### src/rtl/fifo_bist_ctrl.sv
// BIST sequencer for a DEPTH-word FIFO: four fill/drain passes with flag and
// read-data checks; the first failure is latched and the run stops at once.
module fifo_bist_ctrl #(
    parameter int DEPTH    = 10,
    parameter int WIDTH    = 8,
    parameter int FLAG_LAT = 2,
    parameter int RD_LAT   = 1
) (
    input  logic                     CLK,
    input  logic                     RST,
    input  logic                     START,
    input  logic                     W_FULL,
    input  logic                     R_EMPTY,
    input  logic [WIDTH-1:0]         R_DATA,
    output logic                     W_INC,
    output logic [WIDTH-1:0]         W_DATA,
    output logic                     R_INC,
    output logic                     BUSY,
    output logic                     DONE,
    output logic                     FAIL,
    output logic [2:0]               FAIL_CODE,
    output logic [1:0]               FAIL_PASS,
    output logic [$clog2(DEPTH)-1:0] FAIL_IDX,
    output logic [2:0]               DBG_STATE
);
    localparam int AW        = $clog2(DEPTH);
    localparam int RWAIT_LEN = (FLAG_LAT > RD_LAT) ? FLAG_LAT : RD_LAT;
    localparam int CW        = $clog2(RWAIT_LEN + 1);
    localparam logic [AW-1:0] LAST = AW'(DEPTH - 1);

    // Level handshake: START is sampled only in IDLE/DONE; BUSY covers the run,
    // DONE is held until START drops, and IDLE is needed before the next run.
    typedef enum logic [2:0] {
        S_IDLE, S_PRECHK, S_WRITE, S_WWAIT, S_READ, S_RWAIT, S_DONE
    } state_t;

    state_t            state;
    logic [1:0]        pass;
    logic [AW-1:0]     idx;
    logic [CW-1:0]     wait_cnt;

    logic              chk_fail;
    logic [2:0]        chk_code;
    logic [AW-1:0]     chk_idx;

    logic              cur_v;
    logic [WIDTH-1:0]  cur_exp;
    logic [AW-1:0]     cur_idx;
    logic              out_v;
    logic [WIDTH-1:0]  out_exp;
    logic [AW-1:0]     out_idx;

    function automatic logic [WIDTH-1:0] pattern(input logic [1:0] p, input logic [AW-1:0] i);
        logic [WIDTH-1:0] d;
        d = '0;
        case (p)
            2'd0:    for (int b = 0; b < WIDTH; b++) d[b] = (b % 2 == 0);
            2'd1:    for (int b = 0; b < WIDTH; b++) d[b] = (b % 2 == 1);
            2'd2:    d = WIDTH'(i);
            default: d = ~WIDTH'(i);
        endcase
        return d;
    endfunction

    assign DBG_STATE = state;

    // R_INC is high exactly while in READ, so each READ cycle launches one compare.
    assign cur_v   = (state == S_READ);
    assign cur_exp = pattern(pass, idx);
    assign cur_idx = idx;

    generate
        if (RD_LAT == 0) begin : g_direct
            assign out_v   = cur_v;
            assign out_exp = cur_exp;
            assign out_idx = cur_idx;
        end else begin : g_pipe
            logic [RD_LAT-1:0] pipe_v;
            logic [WIDTH-1:0]  pipe_exp [RD_LAT];
            logic [AW-1:0]     pipe_idx [RD_LAT];

            always_ff @(posedge CLK) begin
                if (!RST || chk_fail) begin
                    pipe_v <= '0;
                end else begin
                    pipe_v[0] <= cur_v;
                    for (int k = 1; k < RD_LAT; k++) pipe_v[k] <= pipe_v[k-1];
                end
                pipe_exp[0] <= cur_exp;
                pipe_idx[0] <= cur_idx;
                for (int k = 1; k < RD_LAT; k++) begin
                    pipe_exp[k] <= pipe_exp[k-1];
                    pipe_idx[k] <= pipe_idx[k-1];
                end
            end

            assign out_v   = pipe_v[RD_LAT-1];
            assign out_exp = pipe_exp[RD_LAT-1];
            assign out_idx = pipe_idx[RD_LAT-1];
        end
    endgenerate

    // A data mismatch outranks a flag failure landing on the same cycle.
    always_comb begin
        chk_fail = 1'b0;
        chk_code = 3'd0;
        chk_idx  = '0;
        if (out_v && (out_exp != R_DATA)) begin
            chk_fail = 1'b1;
            chk_code = 3'd3;
            chk_idx  = out_idx;
        end else begin
            case (state)
                S_PRECHK: if (!R_EMPTY || W_FULL) begin
                    chk_fail = 1'b1;
                    chk_code = 3'd1;
                end
                S_WWAIT: if ((wait_cnt == '0) && (!W_FULL || R_EMPTY)) begin
                    chk_fail = 1'b1;
                    chk_code = 3'd2;
                end
                S_RWAIT: if ((wait_cnt == '0) && (!R_EMPTY || W_FULL)) begin
                    chk_fail = 1'b1;
                    chk_code = 3'd4;
                end
                default: ;
            endcase
        end
    end

    always_ff @(posedge CLK) begin
        if (!RST) begin
            state     <= S_IDLE;
            pass      <= '0;
            idx       <= '0;
            wait_cnt  <= '0;
            W_INC     <= 1'b0;
            W_DATA    <= '0;
            R_INC     <= 1'b0;
            BUSY      <= 1'b0;
            DONE      <= 1'b0;
            FAIL      <= 1'b0;
            FAIL_CODE <= '0;
            FAIL_PASS <= '0;
            FAIL_IDX  <= '0;
        end else if (chk_fail) begin
            state     <= S_DONE;
            W_INC     <= 1'b0;
            W_DATA    <= '0;
            R_INC     <= 1'b0;
            BUSY      <= 1'b0;
            DONE      <= 1'b1;
            FAIL      <= 1'b1;
            FAIL_CODE <= chk_code;
            FAIL_PASS <= pass;
            FAIL_IDX  <= chk_idx;
        end else begin
            case (state)
                S_IDLE: if (START) begin
                    state     <= S_PRECHK;
                    BUSY      <= 1'b1;
                    pass      <= '0;
                    idx       <= '0;
                    FAIL      <= 1'b0;
                    FAIL_CODE <= '0;
                    FAIL_PASS <= '0;
                    FAIL_IDX  <= '0;
                end
                S_PRECHK: begin
                    state  <= S_WRITE;
                    idx    <= '0;
                    W_INC  <= 1'b1;
                    W_DATA <= pattern(pass, '0);
                end
                S_WRITE: if (idx == LAST) begin
                    state    <= S_WWAIT;
                    W_INC    <= 1'b0;
                    W_DATA   <= '0;
                    wait_cnt <= CW'(FLAG_LAT - 1);
                end else begin
                    idx    <= idx + 1'b1;
                    W_DATA <= pattern(pass, idx + 1'b1);
                end
                S_WWAIT: if (wait_cnt == '0) begin
                    state <= S_READ;
                    idx   <= '0;
                    R_INC <= 1'b1;
                end else begin
                    wait_cnt <= wait_cnt - 1'b1;
                end
                S_READ: if (idx == LAST) begin
                    state    <= S_RWAIT;
                    R_INC    <= 1'b0;
                    wait_cnt <= CW'(RWAIT_LEN - 1);
                end else begin
                    idx <= idx + 1'b1;
                end
                S_RWAIT: if (wait_cnt == '0) begin
                    if (pass == 2'd3) begin
                        state <= S_DONE;
                        BUSY  <= 1'b0;
                        DONE  <= 1'b1;
                    end else begin
                        pass   <= pass + 2'd1;
                        state  <= S_WRITE;
                        idx    <= '0;
                        W_INC  <= 1'b1;
                        W_DATA <= pattern(pass + 2'd1, '0);
                    end
                end else begin
                    wait_cnt <= wait_cnt - 1'b1;
                end
                S_DONE: if (!START) begin
                    state <= S_IDLE;
                    DONE  <= 1'b0;
                end
                default: state <= S_IDLE;
            endcase
        end
    end
endmodule

### config.mk
export PLATFORM = sky130hd
export DESIGN_NAME = fifo_bist_ctrl
export DESIGN_NICKNAME = d
export VERILOG_FILES = /design/src/rtl/fifo_bist_ctrl.sv
export SDC_FILE = /design/constraint.sdc
export NUM_CORES = 1
export LEC_CHECK = 0
export CORE_MARGIN = 1.5
export CORE_UTILIZATION = 41
export CTS_CLUSTER_DIAMETER = 200
export DETAILED_ROUTE_END_ITERATION = 10
export PLACE_DENSITY = 0.65
export SLEW_MARGIN = 30
export SYNTH_ARGS = -nofsm -noshare
export SYNTH_HDL_FRONTEND = slang
export SYNTH_SLANG_ARGS = --single-unit
### constraint.sdc
create_clock -name CLK -period 4.2 [get_ports CLK]
set_clock_uncertainty 0.05 [all_clocks]
set_input_delay 0.84 -clock CLK [delete_from_list [all_inputs] [get_ports CLK]]
set_output_delay 0.84 -clock CLK [all_outputs]
set_load 0.02 [all_outputs]
==> flow_summary.yaml <==
sta:
  relSlewSlack_pct: 48.0
  final.setup.tns_ns: 0
  rsz0062_at_grt: "false"
  slew_at_the_pin_closest_to_its_max_slew_limit_ns: 0.779
  final-max-slew-violation-count: 0
  fmaxAchievable_ghz: 0.362
  period_share_pct: 65.7
  timing_hold_violations_final: 0
  finalSetupViolCount: 0
  final_critical_period_ns: 2.76
clocking:
  post_cts.repair.setup_buffers: 0
  cts.clk_slew.worst_paths_ns: 0.08
  cts_tree: "built"
  cts_hold_repair.buffers: 0
  clock-root-buffer: "clkbuf_8"
  ctsHtreeMaxLevel: 2
  cts-buffers-inserted: 5
  cts_resized: 0
  clock_path_buffers: 2
  cts.sink_count: 42
  worstSkewPairLatency_ns: 0.29
grt:
  gr-usage-met3_pct: 4.29
  grt_start_max_net_pins: 24
  overall_global_routing_usage_pct: 18.4
  gr-max-usage-layer: "met2"
  first_global_vias: 1774
  grt_first_pass_wirelength_microns: 8830
  global_route.usage.met1_pct: 25.6
  grt-ovfl-total: 0
  number_of_antenna_violations_at_the_first_check_in_global_routing: 0
  global_route.usage.met2_pct: 28.4
final_layout:
  layout.nets: 315
  final_layout_size_suffix_gt1_share_pct: 6.44
  antennaDiodeCount: 0
  postLayoutCoreUtil_pct: 52.3
  syn2layout_area_growth_pct: 20.7
  most-common-layout-cells: "dfxtp_1, clkdlybuf4s50_1, nand2_1"
  stdcell_area_sq_mm: 0.00272
  stdcell_count: 365
  final_common_cell: "dfxtp_1"
yosys:
  synth-edff-count: 0
  synth.largest_area_cell: "dfxtp_1"
  synth_top_cells_by_area: "dfxtp_1, a21oi_1, ha_1"
  number_of_synthesized_register_bits: 42
  postSynth.asyncResetShare_pct: 0
  syn-mean-instance-area_sq_um: 8.41
  ys.flop_type: "dfxtp_1"
  synth.cell_area_sq_mm: 0.00225
  synth_largest_type_area_fraction_pct: 37.3
  synthCells: 268
  portion_of_the_post_synthesis_area_used_by_sequential_elements_pct: 37.3
  yosys.cell_types.count: 51
  synth_fp_nets: 289
  yosysWarnings: 0
critical_path:
  cp.arrival_ns: 1.87
  cpMaxStageDelayCell: "dfxtp_1"
  path_cells: "clkdlybuf4s50_1"
  cpLargestDelayFamily: "flip-flops"
  criticalPathCategory: "reg -> out"
  worst_path_largest_cell_delay_ns: 0.83
  crit_end_element: "output pin"
  buf_inv_on_cp: 1
  critPathMaxFanout: 23
  start_kind: "flip-flop"
  critPathRequiredTime_ns: 3.31
power_and_ir_drop:
  clock_power_share_pct: 22.6
  irDropWorstVdd_v: 0.000229
  total_leakage_power_nw: 0.973
  p_comb_share_pct: 38.0
  power_dens_cells_mw_per_mm2: 511
  p_int_mw: 0.868
  pwr-share-seq_pct: 39.4
  power.share.switching_pct: 37.5
  fin_total_pwr_mw: 1.39
  switching_power_mw: 0.521
routing:
  dr.first_iter.drc_count: 127
  post_drt_wl_per_cell_microns: 14.3
  drt-pass1-iter-count: 4
  post_drt_via_cell_ratio: 5.36
  drt_drc_violations_left: 0
  finalWirelength_microns: 5230
  ant_nets: 0
  vias: 1955
floorplanning:
  fp-row-count: 26
  core_sq_mm: 0.00520
  num_io_pins: 38
  initial_utilization_pct: 43.3
  die_width_microns: 77.1
  floorplan.die_area_sq_mm: 0.00595
  die_h_microns: 77.1
placed_design:
  dp.cells: 357
  io_buffers: 37
  gpl.final_weighted_congestion: 0.861
  dpl-instance-area_sq_mm: 0.00261
  hpwlAfterDp_microns: 3830
job:
  maxCapViolations: 0
outcome:
  outcome: "completed"
hold_path:
  timing.hold.worst.class: "reg -> reg"
==> layer usage <==
metal | routed length (microns) | part of all wire, % | up-vias
li1 | - | - | 1009
met3 | 238 | 4.6 | 2
met4 | 21 | 0.40 | 0
met1 | 2470 | 47 | 895
met5 | 0 | 0 | -
met2 | 2490 | 48 | 49
==> power groups by stage <==
| stage | logic (mW) | registers [mW] | clock network [mW] |
|---|---|---|---|
| after CTS | 0.530 | 0.546 | 0.324 |
| after global placement | 0.522 | 0.556 | 0 |
| after floorplan | 0.357 | 0.557 | 0 |
| after global routing | 0.574 | 0.559 | 0.342 |
| final | 0.528 | 0.547 | 0.314 |
| after detailed placement | 0.526 | 0.556 | 0 |
==> worst reg2reg max path: stages, from the launching register on <==
cell,delay [ns]
dfxtp_1,0.47
ha_1,0.60
and2b_1,0.29
o21ai_0,0.34
o21ai_1,0.23
nand4_1,0.16
a21oi_1,0.08
==> Yosys cell counts, types with 4 or more instances <==
cell type and n:
nor2b_1 4, mux2i_1 8, a211oi_1 5, clkbuf_1 7, nand4_1 6, buf_2 6
dfxtp_1 42, nand3_1 13, o21ai_0 11, nor2_1 13, inv_1 14, o21a_1 4
a21oi_1 21, xnor2_1 5, ha_1 8, o211ai_1 5, nand2b_1 8, nor3_1 10
nand2_1 25, a31oi_1 10
==> path summary, 6_finish.rpt <==
kind,startpoint,endpoint,slack [ns],cells after the start
worst max-delay path,DBG_STATE[1],DBG_STATE[1],1.44,1
worst min-delay path,FAIL_CODE[2],FAIL_CODE[2],0.41,2
worst max register to register,pass[0],W_DATA[6],1.85,6
worst min register to register,FAIL_CODE[2],FAIL_CODE[2],0.41,2
==> cells by family after synthesis <==
| logic type | share of synthesized area, % |
|---|---|
| XOR/XNOR | 2.72 |
| AND/OR/NAND/NOR | 22.8 |
| AO/OA/AOI/OAI | 22.2 |
| buffers and inverters | 7.00 |
| flip-flops | 37.3 |
| multiplexers | 3.55 |
| adder cells (fa/ha/maj) | 4.44 |
==> sequential cells by signal (all words and copies together) (netlist names), 2 cells and up <==
| signal | count |
|---|---|
| FAIL_CODE | 3 |
| DBG_STATE | 3 |
| FAIL_IDX | 4 |
| wait_cnt | 2 |
| FAIL_PASS | 2 |
| g_pipe.pipe_exp | 6 |
| W_DATA | 6 |
| g_pipe.pipe_idx | 4 |
| pass | 2 |
| cur_idx | 4 |
==> layout make-up <==
class	instances	area, sq um
timing repair buffer	37	370
inverter	15	56.3
sequential	42	841
clock inverter	2	37.5
tap	70	87.6
multi-input combinational	193	1250
clock buffer	6	72.6
fill	524	2480
==> through the flow <==
stage	hold slack, ns	worst slack, ns
finish	0.408	1.44
floorplan	0.354	2.16
CTS	0.415	1.45
global placement	0.395	1.30
global route	0.440	1.35
detailed placement	0.403	1.25
Note: power is estimated with default switching activity, not from simulation.
==> variant: new RTL, config.mk and constraints unchanged <==
Reset style: asynchronous (`RST`), changed in one clocked block.
--- a/src/rtl/fifo_bist_ctrl.sv
+++ b/src/rtl/fifo_bist_ctrl.sv
@@ -128,7 +128,7 @@
         end
     end
 
-    always_ff @(posedge CLK) begin
+    always_ff @(posedge CLK or negedge RST) begin
         if (!RST) begin
             state     <= S_IDLE;
             pass      <= '0;
Formal check against the unedited RTL: differs if RST is asserted again (counterexample within 4 cycles, from zero or initial values and one cycle with RST low); with RST held inactive, the same outputs for 10 cycles.
==> variant against the original RTL <==
  * Die area down 0.85%
  * Register-to-register slack worse by 50 ps
  * Via count down 8.3%
  * Design area up 1.3%
  * Worst hold slack better by 1.6 ps
  * Setup slack worse by 140 ps
  * Global-route usage down 1.2 points
  * Routed wire length down 5.5%
  * Synthesized area down 0.89%
  * Sequential cell count unchanged
  * Highest routed layer unchanged
Power is not compared: it rests on default switching activity, and its combinational part moved more than twofold at a synthesized area within 25%.
==> variant: results (changes against the original RTL) <==
| Metric | Value |
|---|---|
| Num CTS Buffers | 5 (unchanged) |
| Worst-Margin Slew | 828 ps (was 779 ps) |
| Seq/Total Area, Yosys | 44.6% (was 37.3%) |
| Crit path max fanout | 21 (was 23) |
| Hold EP | FAIL_IDX[1]$_DFFE_PN0P_ (was FAIL_CODE[2]$_SDFFE_PN0P_) |
| Post-synthesis xor/xnor area fraction | 3.14% (was 2.72%) |
| Reg2reg end | cur_idx[0]$_DFFE_PN0P_ (was W_DATA[6]$_SDFFE_PP0P_) |
| Clock Tree Buf Depth | 2 (unchanged) |
| Clk_lat worst skew | 300 ps |
| Synth Area in Compound Gates | 20.4% (was 22.2%) |
| Synth Area in Adders | 3.92% (was 4.44%) |
| Vias in the first global route | 1689 (was 1774) |
| Worst Path Arrival | 3050 ps (was 1870 ps) |
| Placer Congestion | 0.801 (was 0.861) |
| Share of cells above drive strength 1 | 7.58% (was 6.44%) |
| Worst Reg2Reg Path Length in Cells | 6 (unchanged) |
| Top post-synthesis cells by area | dfrtp_1 35%, dfxtp_1 9.9%, ha_1 3.9% (was dfxtp_1 37%, a21oi_1 4.7%, ha_1 4.4%) |
| GRT Resource Usage Total | 17.2% (was 18.4%) |
| Leak | 1.18 nW |
| Antenna Cells | 0 (unchanged) |
| TritonRoute pass-1 iters | 4 (unchanged) |
| Pin count of the biggest net entering global routing | 33 (was 24) |
| Reg2Reg Setup Slack | 1800 ps (was 1850 ps) |
| Outcome | finished clean (unchanged) |
| Iter 0 DRT Violations | 76 (was 127) |
| DP Wirelength | 3.40 mm (was 3.83 mm) |
| Nets | 283 (was 315) |
| VDD IR-drop max | 0.000393 V |
| Number of fill cells | 479 (was 524) |
| Crit path max-delay cell type | or4_4 (was dfxtp_1) |
| Cell area after placement | 2630 sq um (was 2610 sq um) |
| Reg-to-Reg Start | pass[0]$_DFFE_PN0P_ (was pass[0]$_SDFFE_PN0P_) |
| Worst hold slack | 410 ps (was 408 ps) |
| Top flop regs | W_DATA x6, g_pipe.pipe_exp x6 (unchanged) |
| Mux cell area share after synthesis | 3.36% (was 3.55%) |
| First-pass GRT wire length | 8.09 mm (was 8.83 mm) |
| Via count | 1793 (was 1955) |
| Setup Buffers After CTS | 0 (unchanged) |
| Worst hold start | g_pipe.pipe_idx[0][1]$_DFF_P_ (was FAIL_CODE[2]$_SDFFE_PN0P_) |
| Post-synth top cells | 31 x dfrtp_1, 18 x nor2_1, 16 x nand2_1 (was 42 x dfxtp_1, 25 x nand2_1, 21 x a21oi_1) |
| Post-synth cell types | 53 (was 51) |
| Synth warnings | 0 (unchanged) |
| CP max stage delay | 630 ps (was 830 ps) |
| Worst setup path end | wait_cnt[1]$_DFFE_PN0P_ (was DBG_STATE[1]) |
| Async S/R FF share, synth | 73.8% (was 0%) |
| Worst Hold Depth | 1 (was 2) |
| Type of the tightest min-delay check | flip-flop to flip-flop (unchanged) |
| WL final | 4.94 mm (was 5.23 mm) |
| Crit. Startpoint | R_DATA[0] (was DBG_STATE[1]$_SDFFE_PN0P_) |
| Mapped Nets | 253 (was 289) |
-- variant: cell count changes in the layout (fill, tap and decap cells not counted), moves of 4 or more --
cell      before  now
mux2i_1        8    3
nand3_1       13    3
o21a_1         4    0
dfxtp_1       42   11
mux2_2         0    4
nand4_1        6    2
a31oi_1       10    1
dfrtp_1        0   31
nor2_1        13   18
a21oi_1       21   14
a211o_1        0    4
nand2b_1       8    4
a22o_1         0    6
nand2_1       25   16
-- variant: logic make-up (layout without fill, tap and decap cells) --
family          after synthesis  in the layout
flops                        42             42
compound gates               63             63
buf+inv                      26             57
xor+xnor                      8              8
fa+ha+maj                     7              7
simple gates                 80             80
mux                           7              7
-- variant: per-stage QoR --
step	cells	setup slack, ps
final	334	1300
after global placement	326	1000
after detailed placement	326	963
after floorplan	233	1800
after global routing	334	1190
after CTS	334	1280
-- variant: per-layer routing --
metal	vias to the layer above	wire, microns	part of all wire (%)	track usage (%)
li1	897	-	-	-
met1	857	2520	51	24.0
met2	31	2170	44	25.8
met3	8	151	3.1	3.57
met4	0	97	2.0	6.85
met5	-	0	0	0
-- variant: cell type report --
cell class	count	area, sq um	share of cell area [%]
clock buffer	7	119	4.31
tap	70	87.6	3.18
multi-input combinational	165	1130	40.9
sequential	42	996	36.1
inverter	11	41.3	1.50
clock inverter	1	8.76	0.318
timing repair buffer	38	378	13.7
-- variant: worst max-delay path: cells and delay by family --
family,cells,cell delay [ps]
compound gates,2,820
simple gates,2,790
buf+inv,1,470
xor+xnor,1,120
-- variant: report_power, final --
group	switching (W)	total [W]	internal, W
sequential	0.000159	0.000715	0.000556
combinational	0.000640	0.00119	0.000549
clock	0.000151	0.000341	0.000190
